<file path="src/rtl/i2c_txn_arbiter.sv">
// i2c_txn_arbiter: shares one I2C master core between N_REQ requesters.
// Each request is a single register read or write. Requesters are served
// round-robin, NACKed transfers are retried, and every attempt is bounded by
// a timeout that aborts the master.
//
// state       | meaning
// ------------+-----------------------------------------------------------
// S_IDLE      | no owner; pick next requester at/after rr_ptr and latch cmd
// S_ISSUE     | owner granted; wait for m_busy low, then pulse m_start
// S_WAIT_DONE | transfer in flight; count cycles, handle done/nack/timeout
// S_RESP      | one-cycle rsp_valid to owner, advance rr_ptr, release grant
module i2c_txn_arbiter #(
  parameter int N_REQ       = 4,
  parameter int TIMEOUT_CYC = 200000,
  parameter int MAX_RETRY   = 2
) (
  input  logic               clk_i,
  input  logic               reset_i,
  input  logic [N_REQ-1:0]   req_i,
  input  logic [N_REQ-1:0]   req_rw_i,
  input  logic [7*N_REQ-1:0] req_slave_addr_i,
  input  logic [8*N_REQ-1:0] req_reg_addr_i,
  input  logic [8*N_REQ-1:0] req_wdata_i,
  output logic [N_REQ-1:0]   rsp_valid_o,
  output logic [7:0]         rsp_rdata_o,
  output logic               rsp_err_o,
  output logic               rsp_timeout_o,
  output logic [N_REQ-1:0]   grant_o,
  output logic               m_start_o,
  output logic               m_rw_o,
  output logic [6:0]         m_slave_addr_o,
  output logic [7:0]         m_reg_addr_o,
  output logic [7:0]         m_wdata_o,
  output logic               m_abort_o,
  input  logic               m_busy_i,
  input  logic               m_done_i,
  input  logic               m_nack_i,
  input  logic [7:0]         m_rdata_i
);

  localparam int IW = $clog2(N_REQ);
  localparam int TW = $clog2(TIMEOUT_CYC + 1);
  // A zero-retry build still needs a one-bit counter to keep the compare legal.
  localparam int RW = (MAX_RETRY > 0) ? $clog2(MAX_RETRY + 1) : 1;

  localparam logic [TW-1:0]    TIMER_LAST = TW'(TIMEOUT_CYC - 1);
  localparam logic [RW-1:0]    RETRY_MAX  = RW'(MAX_RETRY);
  localparam logic [N_REQ-1:0] GRANT_ONE  = N_REQ'(1);
  localparam logic [IW-1:0]    LAST_IDX   = IW'(N_REQ - 1);

  typedef enum logic [1:0] {
    S_IDLE      = 2'd0,
    S_ISSUE     = 2'd1,
    S_WAIT_DONE = 2'd2,
    S_RESP      = 2'd3
  } state_t;

  state_t           state_q;
  logic [IW-1:0]    rr_ptr_q;
  logic [IW-1:0]    grant_idx_q;
  logic [TW-1:0]    timer_q;
  logic [RW-1:0]    retry_q;
  logic [N_REQ-1:0] grant_q;
  logic [N_REQ-1:0] rsp_valid_q;
  logic [7:0]       rsp_rdata_q;
  logic             rsp_err_q;
  logic             rsp_timeout_q;
  logic             m_start_q;
  logic             m_rw_q;
  logic [6:0]       m_slave_addr_q;
  logic [7:0]       m_reg_addr_q;
  logic [7:0]       m_wdata_q;
  logic             m_abort_q;

  logic             pick_valid_d;
  logic [IW-1:0]    pick_idx_d;
  logic [6:0]       sel_slave_addr;
  logic [7:0]       sel_reg_addr;
  logic [7:0]       sel_wdata;

  // Round-robin pick: scan offsets from far to near so the nearest set bit
  // at or after rr_ptr is the last (winning) assignment.
  always_comb begin
    int j;
    j            = 0;
    pick_valid_d = 1'b0;
    pick_idx_d   = '0;
    for (int k = N_REQ - 1; k >= 0; k--) begin
      j = int'(rr_ptr_q) + k;
      if (j >= N_REQ) j = j - N_REQ;
      if (req_i[IW'(j)]) begin
        pick_valid_d = 1'b1;
        pick_idx_d   = IW'(j);
      end
    end
  end

  assign sel_slave_addr = 7'(req_slave_addr_i >> (7 * int'(pick_idx_d)));
  assign sel_reg_addr   = 8'(req_reg_addr_i >> (8 * int'(pick_idx_d)));
  assign sel_wdata      = 8'(req_wdata_i >> (8 * int'(pick_idx_d)));

  // Transaction sequencer with all handshake and response outputs registered.
  always_ff @(posedge clk_i) begin
    if (reset_i) begin
      state_q        <= S_IDLE;
      rr_ptr_q       <= '0;
      grant_idx_q    <= '0;
      timer_q        <= '0;
      retry_q        <= '0;
      grant_q        <= '0;
      rsp_valid_q    <= '0;
      rsp_rdata_q    <= '0;
      rsp_err_q      <= 1'b0;
      rsp_timeout_q  <= 1'b0;
      m_start_q      <= 1'b0;
      m_rw_q         <= 1'b0;
      m_slave_addr_q <= '0;
      m_reg_addr_q   <= '0;
      m_wdata_q      <= '0;
      m_abort_q      <= 1'b0;
    end else begin
      case (state_q)
        S_IDLE: begin
          if (pick_valid_d) begin
            grant_q        <= GRANT_ONE << pick_idx_d;
            grant_idx_q    <= pick_idx_d;
            m_rw_q         <= req_rw_i[pick_idx_d];
            m_slave_addr_q <= sel_slave_addr;
            m_reg_addr_q   <= sel_reg_addr;
            m_wdata_q      <= sel_wdata;
            retry_q        <= '0;
            state_q        <= S_ISSUE;
          end
        end
        S_ISSUE: begin
          if (!m_busy_i) begin
            m_start_q <= 1'b1;
            timer_q   <= '0;
            state_q   <= S_WAIT_DONE;
          end
        end
        S_WAIT_DONE: begin
          m_start_q <= 1'b0;
          timer_q   <= timer_q + TW'(1);
          // m_done is checked first so a completion on the last cycle wins.
          if (m_done_i) begin
            if (m_nack_i && (retry_q < RETRY_MAX)) begin
              retry_q <= retry_q + RW'(1);
              state_q <= S_ISSUE;
            end else begin
              rsp_rdata_q   <= m_rw_q ? 8'h00 : m_rdata_i;
              rsp_err_q     <= m_nack_i;
              rsp_timeout_q <= 1'b0;
              rsp_valid_q   <= grant_q;
              state_q       <= S_RESP;
            end
          end else if (timer_q == TIMER_LAST) begin
            m_abort_q     <= 1'b1;
            rsp_rdata_q   <= 8'h00;
            rsp_err_q     <= 1'b1;
            rsp_timeout_q <= 1'b1;
            rsp_valid_q   <= grant_q;
            state_q       <= S_RESP;
          end
        end
        S_RESP: begin
          rsp_valid_q <= '0;
          m_abort_q   <= 1'b0;
          grant_q     <= '0;
          rr_ptr_q    <= (grant_idx_q == LAST_IDX) ? '0 : grant_idx_q + IW'(1);
          state_q     <= S_IDLE;
        end
        default: state_q <= S_IDLE;
      endcase
    end
  end

  assign rsp_valid_o    = rsp_valid_q;
  assign rsp_rdata_o    = rsp_rdata_q;
  assign rsp_err_o      = rsp_err_q;
  assign rsp_timeout_o  = rsp_timeout_q;
  assign grant_o        = grant_q;
  assign m_start_o      = m_start_q;
  assign m_rw_o         = m_rw_q;
  assign m_slave_addr_o = m_slave_addr_q;
  assign m_reg_addr_o   = m_reg_addr_q;
  assign m_wdata_o      = m_wdata_q;
  assign m_abort_o      = m_abort_q;

endmodule

</file>
<file path="config.mk">
export PLATFORM = sky130hd
export DESIGN_NAME = i2c_txn_arbiter
export DESIGN_NICKNAME = d
export VERILOG_FILES = /design/src/rtl/i2c_txn_arbiter.sv
export SDC_FILE = /design/constraint.sdc
export NUM_CORES = 1
export LEC_CHECK = 0
export ABC_CLOCK_PERIOD_IN_PS = 2000
export CORE_MARGIN = 3
export CORE_UTILIZATION = 39
export DETAILED_ROUTE_END_ITERATION = 16
export PLACE_DENSITY = 0.77
export SLEW_MARGIN = 5
export SYNTH_ARGS = -nofsm -noshare
export SYNTH_HDL_FRONTEND = slang
export SYNTH_SLANG_ARGS = --single-unit
export TNS_END_PERCENT = 5
</file>
<file path="constraint.sdc">
create_clock -name clk_i -period 2 [get_ports clk_i]
set_clock_uncertainty 0.2 [all_clocks]
set_input_delay 0.4 -clock clk_i [delete_from_list [all_inputs] [get_ports clk_i]]
set_output_delay 0.4 -clock clk_i [all_outputs]
set_load 0.03 [all_outputs]
</file>
==> results.md, run 1 <==
- Crit. End Element: register
- Post-DR vias/cell: 5.75
- Ant diodes: 0
- Worst Path Arrival: 2.02 ns
- Net Count, Synth: 599
- GR Util All Layers: 25.8%
- Met2 WL: 7.19 mm
- Ports: 157
- Initial antenna violation count: 0
- Die Width: 105 um
- WP data required: 2.05 ns
- Static Leak: 2.59 nW
- Synthesized flop and latch total: 70
- First-pass GRT wire length: 23.2 mm
- EDFF count, synth: 0
- Syn_area_per_cell: 7.94 um2
- TritonCTS clock tree: done
- M1 wire length: 6.10 mm
- Clock Sinks: 70
- R2r setup slk: 0.04 ns
- Core Rows: 35
- PD cells: 594 nW/um2
- Post-CTS Hold Buffers: 0
- Initial DRT Pass Iterations: 5
- Hold Vio Cnt, Final: 0
- Leading area contributor after synthesis: dfxtp_1
- Number of warnings issued by yosys: 0
- Fill count: 788
- Share of flip-flops with an asynchronous set or reset: 0%
- Initial Util: 40.8%
- Delay of the slowest critical-path stage: 0.51 ns
- CP Launch Point: req_i[2]
- Global route total overflow: 0
- Minimum clock period: 1.97 ns
- Storage cell area: 1410 um2
- Post-Route WL: 14.7 mm
- Area of the multi-input gates: 2410 um2
- Slew margin rel.: 69.8%
- Setup-failing EPs final: 0
- Sequential-to-total area share from yosys stat: 36.5%
- Via Count: 4679
- RR Startpoint: rr_ptr_q[0]$_SDFFE_PP0P_
- Worst Tran Pin Value: 0.450 ns
- # DRC: 0
- Core area: 9420 um2
- Area delta synth->final: 63.7%
- Clock Latency Late Sink: 0.34 ns
- Hold crit path type: register to register
- Crit path kind: input port to register
- Fin. max-slew vios: 0
- Share of layout cells above drive strength 1: 17.2%
- DR iter-0 viols: 329
- Largest buffer count on any clock path: 2
- Prevailing post-synth register cell: dfxtp_1
- Max cap viols: 0
- Worst Path Max Fanout: 6
- Buffers on Ports: 156
- Maximum number of pins on one net before global-route repair: 43
- Top post-synthesis cells by area: dfxtp_1, nor2_1, a221oi_1
- Die area: 11100 um2
- Dpl hpwl: 10.6 mm
- Mapped cell area: 3840 um2
- Distinct cell type count after synthesis: 52
- WL/cell: 18.1 um
- Clock transition at path regs: 0.07 ns
- Syn Inst Count: 484
- Hold_sp: rsp_valid_o[1]$_SDFFE_PP0P_
- Achievable Freq: 507 MHz
- Outcome: finished, final reports clean
- GPL Wtd Cong: 0.866
- Post-synth top area share: 36.5%
- CTS root buf: clkbuf_8
- Post-layout nets: 796
- Num CTS Buffers: 9
- Critical path's slowest cell: or4b_1
- Period utilisation layout: 98.6%
- H-Tree Depth: 3
- Setup total negative slack: 0 ns
- Die height: 105 um
- Worst-path cell chain: dlygate4sd2_1 > buf_4 > or4_4 > nor2b_4 > or4b_1 > o31ai_1
- CP startpoint kind: input port
- RSZ-0062 raised after global routing: true
- DR WL met3: 955 um
- Post-route ant nets: 0
- Top sig layer: met4
- VDD IR max: 0.304 mV
- Final core utilization: 66.8%
- Vias in the first global route: 4631
==> worst paths after layout <==
check,cells past startpoint,to
worst min register to register,1,rsp_valid_o[1]$_SDFFE_PP0P_
worst min-delay path,1,rsp_valid_o[1]$_SDFFE_PP0P_
worst max-delay path,6,grant_o[0]$_SDFFE_PP0P_
worst max register to register,6,m_reg_addr_o[4]$_SDFFE_PP0P_
==> repair_timing <==
action / 4_1_cts / 5_1_grt
pin swaps: 3 / 6
setup endpoints to repair: 46 / 49
buffers inserted: 2 / 3
gates resized for setup: 26 / 35
cloned: 3 / 0
==> Yosys cell counts, drive strengths merged (2+ instances only) <==
cell / n
nor2: 56
o211a: 2
inv: 5
nand2b: 13
nand2: 23
o31ai: 5
or4b: 2
a311oi: 4
nor4: 2
o21ai: 54
a21o: 7
ha: 2
a31oi: 10
buf: 15
a211oi: 25
nor3: 14
a22oi: 3
and3: 18
nand4: 5
clkbuf: 20
and2b: 3
mux2i: 4
or2: 2
or4: 3
a221oi: 24
or3: 2
a22o: 4
and2: 4
a21oi: 22
a21boi: 17
dfxtp: 70
nor2b: 6
nand3: 28
==> layout make-up <==
cell class                 instances  share of cell area (%)
timing repair buffer             218                    33.5
clock inverter                     3                   0.318
sequential                        70                    22.4
tap                              129                    2.57
inverter                           6                   0.418
clock buffer                      12                    2.47
multi-input combinational        376                    38.4
==> flip-flops by register name, summed over array words and instances, names as in the netlist, 2 cells and up <==
register and cells:
m_wdata_o 8, timer_q 18, rsp_valid_o 4, grant_o 4, m_reg_addr_o 8, m_slave_addr_o 7
state_q 2, rsp_rdata_o 8, rr_ptr_q 2, retry_q 2, grant_idx_q 2
==> layer usage <==
layer,GRT usage (%),up-vias
met5,0,-
met4,11.4,0
met3,4.35,36
met2,43.2,200
met1,32.5,2220
li1,-,2223
==> cell families after synthesis <==
| kind of cell | after synthesis | share of synthesized area, % |
|---|---|---|
| compound gates | 182 | 32.3 |
| fa+ha+maj | 2 | 0.651 |
| buf+inv | 41 | 4.49 |
| flops | 70 | 36.5 |
| mux | 4 | 1.04 |
| simple gates | 185 | 25.0 |
==> critical path: cells and delay by family <==
kind | cells | cell delay, ns
AND/OR/NAND/NOR | 3 | 1.13
AO/OA/AOI/OAI | 1 | 0.07
buffers and inverters | 2 | 0.42
==> report_power, final <==
| part | switching (mW) | internal [mW] |
|---|---|---|
| Combinational | 0.582 | 0.590 |
| Sequential | 0.0580 | 1.47 |
| Clock | 0.519 | 0.510 |
| Total | 1.16 | 2.57 |
==> cell usage in the layout (no fill, tap or decap), types with 21 or more instances in the layout <==
cell type,instances
a211oi_1,23
a21oi_1,22
a221oi_1,21
buf_4,54
clkdlybuf4s50_1,129
dfxtp_1,68
nand2_1,23
nand3_1,28
nor2_1,55
o21ai_0,36
==> per-stage QoR <==
step                      total power [mW]  area (um2)  hold slack [ns]  cells  setup slack (ns)
after floorplan                       2.12        3920            0.229    484           -0.0441
after global placement                2.68        5930            0.254    791            -0.612
after detailed placement              2.71        5930            0.256    791            -0.717
after CTS                             3.74        6170            0.271    811           -0.0208
after global routing                  3.90        6290            0.299    814           -0.0302
final                                 3.73        6290            0.272    814            0.0281
No activity file was read; power rests on OpenSTA's default activity.
==> run 2: changes to the inputs <==
CTS_CLUSTER_DIAMETER = 100   (was default)
MAX_ROUTING_LAYER = met4   (was default)
==> run 2 against run 1 <==
  * Total power about the same
  * Critical path depth down 5
  * Flip-flop and latch count unchanged
  * Cell count unchanged
  * Clock power about the same
  * Sequential power about the same
  * Worst setup slack worse by 0.00086 ns
  * Hold slack about the same
  * Register-to-register slack about the same
  * Critical endpoint is now m_reg_addr_o[1]
==> results.md, run 2 (synthesized netlist as in run 1, its figures left out) <==
- H-Tree Depth: 3 (unchanged)
- Clock transition at path regs: 0.07 ns (about the same)
- Num CTS Buffers: 9 (unchanged)
- Most frequent cells in the layout: clkdlybuf4s50_1, dfxtp_1, nor2_1
- Ant diodes: 0 (unchanged)
- Critical path's top delay family: buffers and inverters
- DR iter-0 viols: 364 (+11%)
- Minimum clock period: 1.97 ns (+0.000865 ns)
- GPL Wtd Cong: 0.880 (+1.6%)
- Design area: 6300 um2 (+0.16%)
- Delay of the slowest critical-path stage: 0.70 ns (+0.19 ns)
- Critical path's slowest cell: clkdlybuf4s50_1
- Placed Instance Area: 5930 um2 (unchanged)
- Post-route ant nets: 0 (unchanged)
- Maximum number of pins on one net before global-route repair: 43 (unchanged)
- Buffers on Ports: 156 (unchanged)
- Global route total overflow: 0 (unchanged)
- Max cap viols: 0 (unchanged)
- Largest register FFs: 18 (unchanged)
- Initial DRT Pass Iterations: 5 (unchanged)
- Core area: 9420 um2 (unchanged)
- Setup-failing EPs final: 0 (unchanged)
- Slew margin rel.: 69.7% (-0.084 points)
- Worst Path Max Fanout: 2 (-4)
- Clock Latency Late Sink: 0.34 ns (about the same)
- Crit. End Element: output pin
- Outcome: finished, final reports clean
- Biggest register: timer_q
- PD cells: 592 nW/um2 (-0.22%)
- Vias in the first global route: 4637 (+0.13%)
- TritonCTS clock tree: done
- WP data required: 1.40 ns (-0.65 ns)
- Achievable Freq: 507 MHz (about the same)
- Period utilisation layout: 98.6% (about the same)
- Share of layout cells above drive strength 1: 17.2% (unchanged)
- Via Count: 4655 (-0.51%)
- Die height: 105 um (unchanged)
- Crit path kind: register to output pin
- Hold Vio Cnt, Final: 0 (unchanged)
- Static Leak: 2.62 nW (+1.3%)
- Core Rows: 35 (unchanged)
- WL/cell: 18.0 um (-0.13%)
- Total power: 3.73 mW (about the same)
- VDD IR max: 0.303 mV (-0.47%)
- Clock Sinks: 70 (unchanged)
- First-pass GRT wire length: 23.2 mm (unchanged)
- Post-layout nets: 796 (unchanged)
- Hold crit path type: register to register
- Dpl hpwl: 10.6 mm (unchanged)
- CP startpoint kind: register
- Setup total negative slack: 0 ns (unchanged)
- Post-DR vias/cell: 5.72 (-0.51%)
- Worst-path cell chain: clkdlybuf4s50_1
- GR Util All Layers: 26.5% (+0.71 points)
- Largest buffer count on any clock path: 2 (unchanged)
- Die Width: 105 um (unchanged)
- Worst Tran Pin Value: 0.451 ns (+0.00125 ns)
- Initial Util: 40.8% (unchanged)
- Initial antenna violation count: 0 (unchanged)
- Worst Path Arrival: 1.37 ns (-0.65 ns)
- Worst Path Buf+Inv: 1 (-1)
- Area delta synth->final: 64.0%
- # DRC: 0 (unchanged)
- Ports: 157 (unchanged)
- Most common cell after layout, fill and taps aside: clkdlybuf4s50_1
- RSZ-0062 raised after global routing: true
- Fin. max-slew vios: 0 (unchanged)
- Die area: 11100 um2 (unchanged)
- CTS root buf: clkbuf_8
- Post-Route WL: 14.7 mm (-0.13%)
[run 2: worst paths after layout]
path	from	to	slack, ns	cells past startpoint
min	rsp_valid_o[1]$_SDFFE_PP0P_	rsp_valid_o[1]$_SDFFE_PP0P_	0.27	1
min reg2reg	rsp_valid_o[1]$_SDFFE_PP0P_	rsp_valid_o[1]$_SDFFE_PP0P_	0.27	1
max	m_reg_addr_o[1]$_SDFFE_PP0P_	m_reg_addr_o[1]	0.03	1
max reg2reg	rr_ptr_q[0]$_SDFFE_PP0P_	m_reg_addr_o[4]$_SDFFE_PP0P_	0.05	6
[run 2: timing repair]
| action | 4_1_cts | 5_1_grt |
|---|---|---|
| pin swaps | 3 | 6 |
| cloned | 3 | 0 |
| hold buffers | 0 | 0 |
| buffers inserted | 2 | 3 |
| gates resized for setup | 26 | 39 |
| endpoints found under the setup margin | 46 | 50 |
[run 2: cell type report]
class / count / area, um2
Inverter: 6 / 26.3
Fill cell: 785 / 3120
Sequential cell: 70 / 1410
Multi-Input combinational cell: 376 / 2410
Clock buffer: 12 / 155
Clock inverter: 3 / 20.0
Timing Repair Buffer: 218 / 2110
Tap cell: 129 / 161
[run 2: routing by layer]
metal	share of wire, %	vias to the layer above	GRT usage, %
met5	0	-	-
met4	3.5	0	11.4
met3	6.2	41	4.23
met2	49	196	43.4
met1	41	2195	32.3
li1	-	2223	-
[run 2: report_power, final]
group	internal [mW]	total (mW)	switching, mW
logic	0.590	1.17	0.582
clock network	0.510	1.03	0.517
registers	1.47	1.53	0.0575
[run 2: stage by stage]
| stage | hold slack, ns | instances | setup WS, ns | util, % |
|---|---|---|---|---|
| 2_1_floorplan | 0.229 | 484 | -0.0441 | - |
| 3_3_place_gp | 0.254 | 791 | -0.612 | 63.0 |
| 3_5_place_dp | 0.256 | 791 | -0.717 | 63.0 |
| 4_1_cts | 0.271 | 811 | -0.0208 | 65.6 |
| 5_1_grt | 0.299 | 814 | -0.00810 | 66.9 |
| 6_report | 0.272 | 814 | 0.0272 | 66.9 |
==> run 3: changes to the inputs <==
CORE_UTILIZATION = 50   (was 39)
DONT_BUFFER_PORTS = 1   (was default)
PLACE_DENSITY = 0.68   (was 0.77)
==> run 3 against run 2 <==
  * Non-clock buffer count decreased by 169
  * Count of clock-buffer cells in the layout fell by 1
  * Critical path depth rose by 4
  * Total power down 8.8%
  * Global-route usage rose by 0.54 points
  * Clock power grew 8%
  * Worst setup slack improved by 0.018 ns
  * Hold slack got worse by 0.26 ns
  * Final area fell by 28%
  * Fmax is 0.94% higher
  * Cell count decreased by 25%
  * Flip-flop and latch count is the same
  * Highest routed layer unchanged
==> results.md, run 3 (synthesized netlist as in run 1, its figures left out) <==
- Die height: 93.7 um (-11%)
- # DRC: 0 (unchanged)
- Gate power share: 17.5% (-14 points)
- Maximum number of pins on one net before global-route repair: 52 (+21%)
- Vias in the first global route: 3521 (-24%)
- Delay of the slowest critical-path stage: 0.54 ns (-0.16 ns)
- DP Worst Slack: -0.0540 ns (+0.663 ns)
- Seq pwr share: 49.8% (+8.7 points)
- Hold_sp: m_rdata_i[1]
- Static Leak: 1.67 nW (-36%)
- Final core utilization: 61.4% (-5.5 points)
- Int Pwr: 2.35 mW (-8.5%)
- DR iter-0 viols: 251 (-31%)
- Worst Path Buf+Inv: 0 (-1)
- Final WS setup: 0.0456 ns (+0.0184 ns)
- Area of the multi-input gates: 2330 um2 (-3.5%)
- Most frequent cells in the layout: dfxtp_1, nor2_1, o21ai_0, buf_4, nand3_1
- Num CTS Buffers: 9 (unchanged)
- Post-DR vias/cell: 6.30 (+10%)
- Clock Sinks: 70 (unchanged)
- Share of layout cells above drive strength 1: 16.2% (-1.0 points)
- Die Width: 93.7 um (-11%)
- Worst Path Max Fanout: 42 (+40)
- Initial DRT Pass Iterations: 5 (unchanged)
- Ports: 157 (unchanged)
- Minimum clock period: 1.95 ns (-0.0184 ns)
- Worst path depth: 5 (+4)
- Via Count: 3854 (-17%)
- Hold EP: rsp_rdata_o[1]$_SDFFE_PP0P_
- TritonCTS clock tree: done
- Dpl hpwl: 8.45 mm (-20%)
- Post-route ant nets: 0 (unchanged)
- Crit path kind: register to register
- Initial antenna violation count: 0 (unchanged)
- H-Tree Depth: 3 (unchanged)
- R2r setup slk: 0.05 ns (about the same)
- Largest register FFs: 18 (unchanged)
- Period utilisation layout: 97.7% (-0.92 points)
- WL/cell: 19.1 um (+5.9%)
- Sw Ratio: 30.8% (-0.18 points)
- Fill count: 674 (-14%)
- R2R cell count: 5 (-1)
- GR Util All Layers: 27.1% (+0.54 points)
- Setup-failing EPs final: 0 (unchanged)
- Clk network pwr share: 32.7% (+5.2 points)
- CTS root buf: clkbuf_8
- Hold Vio Cnt, Final: 0 (unchanged)
- Area delta synth->final: 17.8%
- Hold crit path type: input port to register
- Worst Path Arrival: 2.00 ns (+0.63 ns)
- Worst-path cell chain: and2b_4 > or3_4 > a21boi_1 > o21ai_1 > a211oi_1
- Outcome: finished, final reports clean
- WHS Path Cells: 2 (+1)
- CP Launch Point: rr_ptr_q[0]$_SDFFE_PP0P_
- Achievable Freq: 512 MHz (+0.94%)
- Post-Route WL: 11.7 mm (-20%)
- RR Startpoint: rr_ptr_q[0]$_SDFFE_PP0P_
- Core Rows: 31 (-11%)
- Global route total overflow: 0 (unchanged)
- Buffers on Ports: 0 (-100%)
- PD cells: 752 nW/um2 (+27%)
- VDD IR max: 0.424 mV (+40%)
- Most common cell after layout, fill and taps aside: dfxtp_1
- Crit. End Element: register
- First-pass GRT wire length: 18.1 mm (-22%)
- Ant diodes: 0 (unchanged)
- Reg-to-reg endpoint: m_slave_addr_o[0]$_SDFFE_PP0P_
- Fin. max-slew vios: 0 (unchanged)
- Core area: 7370 um2 (-22%)
- Clock Latency Late Sink: 0.33 ns (about the same)
- Die area: 8770 um2 (-21%)
- Worst Tran Pin Value: 0.486 ns (+0.0353 ns)
- WP data required: 2.04 ns (+0.64 ns)
- GPL Wtd Cong: 0.940 (+6.8%)
- Setup total negative slack: 0 ns (unchanged)
- Biggest register: timer_q
- Largest buffer count on any clock path: 2 (unchanged)
- Clock transition at path regs: 0.08 ns (about the same)
- Max cap viols: 0 (unchanged)
- Critical path's top delay family: simple AND/OR/NAND/NOR gates
- Slew margin rel.: 67.3% (-2.4 points)
- RSZ-0062 raised after global routing: true
- Post-layout nets: 624 (-22%)
- Total power: 3.40 mW (-8.8%)
- Critical path's slowest cell: or3_4
- Initial Util: 52.1% (+11 points)
- Storage cell area: 1400 um2 (-0.35%)
- CP startpoint kind: register
- NetSw: 1.05 mW (-9.3%)
run 3: cell count changes in the layout (fill, tap and decap cells not counted), sizes merged, moves of 3 or more:
cell,previous run,this run
dlygate4sd2,8,0
dlymetal6s2s,16,0
or3,5,2
clkbuf,15,11
clkdlybuf4s50,127,0
buf,63,44
dlygate4sd3,0,5
run 3: final cells by class:
| cell class | count | share of cell area [%] |
|---|---|---|
| clock inverters | 4 | 1.05 |
| clock buffers | 11 | 3.12 |
| multi-input cells | 373 | 51.5 |
| inverters | 6 | 0.497 |
| well taps | 99 | 2.74 |
| repair buffers | 49 | 10.1 |
| flip-flops and latches | 70 | 31.0 |
run 3: how the worst max path moves through the flow:
stage	slack, ns	to
floorplan	-0.04	m_slave_addr_o[4]$_SDFFE_PP0P_
finish	0.05	m_slave_addr_o[0]$_SDFFE_PP0P_
detailed placement	-0.05	rsp_rdata_o[4]$_SDFFE_PP0P_
CTS	0.05	m_reg_addr_o[7]$_SDFFE_PP0P_
global route	-0.09	m_reg_addr_o[2]$_SDFFE_PP0P_
global placement	-0.009	rsp_rdata_o[2]$_SDFFE_PP0P_
run 3: worst reg2reg max path, delay by kind of cell (launching register included):
| kind | cells | cell delay [ns] |
|---|---|---|
| DFF | 1 | 0.37 |
| AOI/OAI and AO/OA | 3 | 0.56 |
| and+or+nand+nor | 2 | 0.74 |
run 3: what timing repair did:
action,4_1_cts,5_1_grt
hold buffers,6,0
buffers inserted,1,0
endpoints found under the setup margin,19,22
gates resized for setup,4,5
hold endpoints to repair,55,0
pin swaps,2,1
run 3: power by group through the flow:
| stage | clock, mW | combinational (mW) | sequential, mW |
|---|---|---|---|
| CTS | 1.15 | 0.589 | 1.70 |
| finish | 1.11 | 0.596 | 1.69 |
| global placement | 0 | 0.544 | 1.73 |
| global route | 1.19 | 0.662 | 1.70 |
| detailed placement | 0 | 0.558 | 1.73 |
| floorplan | 0 | 0.421 | 1.70 |
run 3: per-layer routing:
metal,vias up,share of wire [%],track usage [%],wire length [um]
met5,-,0,-,0
met4,0,0.85,7.94,99
met3,8,8.9,6.65,1040
met2,167,47,41.6,5460
met1,1804,44,35.5,5090
li1,1875,-,-,-
run 3: through the flow:
stage | area (um2) | instances | hold WS (ns)
2_1_floorplan | 3920 | 484 | 0.229
3_3_place_gp | 4230 | 590 | 0.249
3_5_place_dp | 4230 | 590 | 0.258
4_1_cts | 4500 | 612 | 0.000435
5_1_grt | 4530 | 612 | 0.0255
6_report | 4530 | 612 | 0.0138
